==> src/rtl/fetch_ctrl.sv <==
// Instruction fetch controller: IDLE/FETCH FSM feeding a 2-entry {pc, op} FIFO.
// Optional delivered-instruction counter enabled by macro FETCH_PERF_CNT_EN.
module fetch_ctrl (
  input  logic        clk,
  input  logic        rst,
  input  logic        run,
  output logic [7:0]  pc,
  input  logic [15:0] op,
  input  logic        redirect_valid,
  input  logic [7:0]  redirect_pc,
  output logic        inst_valid,
  output logic [15:0] inst,
  output logic [7:0]  inst_pc,
  input  logic        inst_ready,
  output logic [15:0] fetch_cnt
);

  typedef enum logic {IDLE, FETCH} state_t;

  state_t      state, state_nxt;
  logic [1:0]  count;
  logic [15:0] tail_op;
  logic [7:0]  tail_pc;
  logic        push, pop;

  always_comb begin
    state_nxt = state;
    pop       = 1'b0;
    push      = 1'b0;
    case (state)
      IDLE:    if (run)  state_nxt = FETCH;
      FETCH:   if (!run) state_nxt = IDLE;
      default: state_nxt = IDLE;
    endcase
    pop  = (count != 2'd0) && inst_ready && !redirect_valid;
    push = (state == FETCH) && run && !redirect_valid && ((count != 2'd2) || pop);
  end

  always_ff @(posedge clk) begin
    if (rst) state <= IDLE;
    else     state <= state_nxt;
  end

  // The head entry doubles as the inst/inst_pc output register, so it simply
  // keeps its last value whenever the FIFO drains or is flushed.
  always_ff @(posedge clk) begin
    if (rst) begin
      pc      <= '0;
      count   <= '0;
      inst    <= '0;
      inst_pc <= '0;
      tail_op <= '0;
      tail_pc <= '0;
    end else if (redirect_valid) begin
      pc    <= redirect_pc;
      count <= '0;
    end else begin
      if (push) pc <= pc + 8'd1;
      case ({push, pop})
        2'b10: begin
          if (count == 2'd0) begin
            inst    <= op;
            inst_pc <= pc;
          end else begin
            tail_op <= op;
            tail_pc <= pc;
          end
          count <= count + 2'd1;
        end
        2'b01: begin
          if (count == 2'd2) begin
            inst    <= tail_op;
            inst_pc <= tail_pc;
          end
          count <= count - 2'd1;
        end
        2'b11: begin
          if (count == 2'd1) begin
            inst    <= op;
            inst_pc <= pc;
          end else begin
            inst    <= tail_op;
            inst_pc <= tail_pc;
            tail_op <= op;
            tail_pc <= pc;
          end
        end
        default: ;
      endcase
    end
  end

  assign inst_valid = (count != 2'd0);

`ifdef FETCH_PERF_CNT_EN
  logic [15:0] perf_cnt;

  always_ff @(posedge clk) begin
    if (rst)                       perf_cnt <= '0;
    else if (pop && perf_cnt != '1) perf_cnt <= perf_cnt + 16'd1;
  end

  assign fetch_cnt = perf_cnt;
`else
  assign fetch_cnt = '0;
`endif

endmodule

==> config.mk <==
export PLATFORM = sky130hd
export DESIGN_NAME = fetch_ctrl
export DESIGN_NICKNAME = d
export VERILOG_FILES = /design/src/rtl/fetch_ctrl.sv
export SDC_FILE = /design/constraint.sdc
export NUM_CORES = 1
export LEC_CHECK = 0
export CORE_ASPECT_RATIO = 0.75
export CORE_UTILIZATION = 43
export CTS_CLUSTER_DIAMETER = 50
export DETAILED_ROUTE_END_ITERATION = 10
export PLACE_DENSITY = 0.8
export SLEW_MARGIN = 20
export SYNTH_ARGS = -nofsm -noshare
export SYNTH_HDL_FRONTEND = slang
export SYNTH_SLANG_ARGS = --single-unit
==> constraint.sdc <==
create_clock -name clk -period 1.8 [get_ports clk]
set_input_delay 0.18 -clock clk [delete_from_list [all_inputs] [get_ports clk]]
set_output_delay 0.18 -clock clk [all_outputs]
set_load 0.05 [all_outputs]
==> impl_results.md <==
* Status: completed
* Layout area overhead at 37.60%
* Worst hold margin at 0.2733 ns
* Max cap viols at 0
* Final #Nets at 417
* WP data arrival at 1.97 ns
* Worst vdd ir at 0.4864 mV
* Mapped Area at 2775 µm²
* Most used DFF post-synth: dfxtp_1
* GRT Residual Overflow at 0
* Post-route minimum period at 1.752 ns
* PortBufs at 61
* Initial DRT Pass Iterations at 4
* Worst Hold Launch: rst
* Full die area at 6782 µm²
* Dpl hpwl at 4402 µm
* Final ANT Viol Nets at 0
* Core area at 6006 µm²
* Boundary Pins at 78
* Depth of the CTS H-tree at 3
* Async set-reset flop share out of synthesis at 0%
* FF-to-FF path depth at 7
* Post-synthesis cell type count at 37
* Seq cells post-synth at 59
* Worst Max-Slew Pin Slew at 0.5198 ns
* Vias at 2417
* Routability Congestion at 0.9022
* DRC errors left at 0
* Dominant cell type by area after synthesis: dfxtp_1
* First DRT Iteration DRCs at 157
* Sequential share of the synthesized area at 42.56%
* Worst Path Class, Setup: flop to flop
* GRT Total Usage at 21.51%
* Pin count of the biggest net entering global routing at 26
* Data required, critical path at 2.01 ns
* Max-slew violation count at 0
* Reg clk slew, reported paths at 0.07 ns
* Power Dens Cells at 898.3 nW/µm²
* Fraction of layout cells with a size suffix above 1 at 16.20%
* First-pass GRT wire length at 11000 µm
* DR WL/cell at 14.85 µm
* R2r endpoint: pc[6]
* Share of the synthesized area in the top cell type at 42.56%
* Post-synth EDFFs at 0
* Antenna diode instance count at 0
* Utilization after layout at 63.58%
* Max Freq at 570.9 MHz
* DP Cell Count at 445
* Num Clock Sinks at 59
* Worst-case clock skew at 0.004530 ns
* Final Instance Area at 3819 µm²
* Final setup fails at 0
* Worst skew pair latency at 0.34 ns
* Area contributors post-synth: dfxtp_1, mux2i_1, nand2_1
* Routed Wire Length at 6933 µm
* Via density at 5.176
* Yosys warning count at 0
* Worst R2R Setup Slack at 0.05 ns
* Synth Instances at 313
* Total power at 3.430 mW
* Crit end category: flop
* P_leak at 1.627 nW
* Hold Path Sink: tail_pc[3]
* Final hold vios at 0
* Fin crit share at 97.31%
* Syn Area/Cell at 8.866 µm²
* Clock tree from TritonCTS: built
* Crit start category: flop
* Non-Filler Instances at 467
* Initial Utilization at 46.21%
* Die H at 71.57 µm
* Hold path depth at 2
* Row count at 24
* Hold Crit Class: input pin to flop
* Post-placement cell area at 3477 µm²
* CTS buffer count at 9
* Initial antenna violation count at 0
* Vias in the first global route at 2244
* Root Driver: clkbuf_8
* Crit path max fanout at 5
* Reg2reg start: count[1]
* Longest Clk Path Bufs at 2
* Slew headroom at 65.24%
* Die Wd at 94.77 µm
## layer usage
layer	GRT usage (%)	wire, µm	vias to the layer above
li1	-	-	1184
met3	8.386	577	8
met2	32.61	3216	86
met5	0	0	-
met1	27.84	3074	1139
met4	7.576	64	0
## cell type report
cell class	count	area [µm²]
tap	78	97.59
clock inverter	5	75.07
fill	483	2187
multi-input combinational	226	1415
sequential	59	1186
inverter	5	22.52
timing repair buffer	83	870.8
clock buffer	11	151.4
## cells in the mapped netlist (all sizes together), types with 2 or more instances
master and count:
dfxtp 59, nand3 4, a211oi 7, and2 2, a2111oi 2, nand4 2
a21oi 7, mux2i 27, xnor2 7, nand2b 2, inv 5, nand2 55
nor2 53, a311oi 24, buf 30, ha 4, o21ai 2, clkbuf 8
o21bai 4
## metrics by stage
stage                     setup TNS (ns)  worst slack [ns]
after floorplan                        0           0.01858
after global placement                 0           0.04688
after detailed placement         -0.4619           -0.1088
after CTS                              0          0.003599
after global routing           -0.004180         -0.004180
final                                  0           0.04849
## sequential cells by signal, indices dropped and copies added (netlist names)
signal   count
tail_pc      8
inst_pc      8
count        2
pc           8
inst        16
tail_op     16
state        1
## cell families after synthesis
logic type               synth area share (%)
AO/OA/AOI/OAI                           15.19
XOR/XNOR                                2.525
adder cells (fa/ha/maj)                 1.803
buffers and inverters                   9.558
flip-flops                              42.56
multiplexers                            9.739
other                                  0.1351
AND/OR/NAND/NOR                         18.49
## worst max path at each step
stage                   from         end  slack (ns)  cells past startpoint
finish              count[1]       pc[6]        0.05                      7
global route        count[1]       pc[6]      -0.004                      7
CTS                 count[1]     inst[8]       0.004                      8
detailed placement  count[0]    inst[11]       -0.11                      7
global placement    count[0]  inst_pc[2]        0.05                      7
floorplan           count[1]  tail_pc[5]        0.02                      7
## cell usage in the layout (no fill, tap or decap), types with 11 or more instances in the layout
cell type | netlist | final
a311oi_1 | 23 | 23
buf_4 | 19 | 19
clkbuf_8 | 0 | 11
clkdlybuf4s50_1 | 0 | 51
conb_1 | 1 | 16
dfxtp_1 | 59 | 57
mux2i_1 | 27 | 27
nand2_1 | 55 | 55
nor2_1 | 53 | 53
## critical path: stages (launching register included)
cell and delay [ns]:
dfxtp_4 0.37, inv_2 0.05, ha_4 0.17, nand2b_4 0.17, buf_4 0.16, a2111oi_2 0.44, xor2_1 0.12, o2bb2ai_1 0.13
## what timing repair did
item / in CTS / in global routing
hold buffers: 0 / 0
pin swaps: 1 / 7
endpoints found under the setup margin: 26 / 26
gates cloned: 2 / 0
resized for setup: 7 / 7
buffers inserted: 4 / 1
## power breakdown
part | total [mW] | switching, mW | internal [mW]
registers | 1.40 | 0.0447 | 1.36
logic | 0.666 | 0.416 | 0.250
clock network | 1.37 | 0.518 | 0.847
Power figures use the tool's default switching activity.
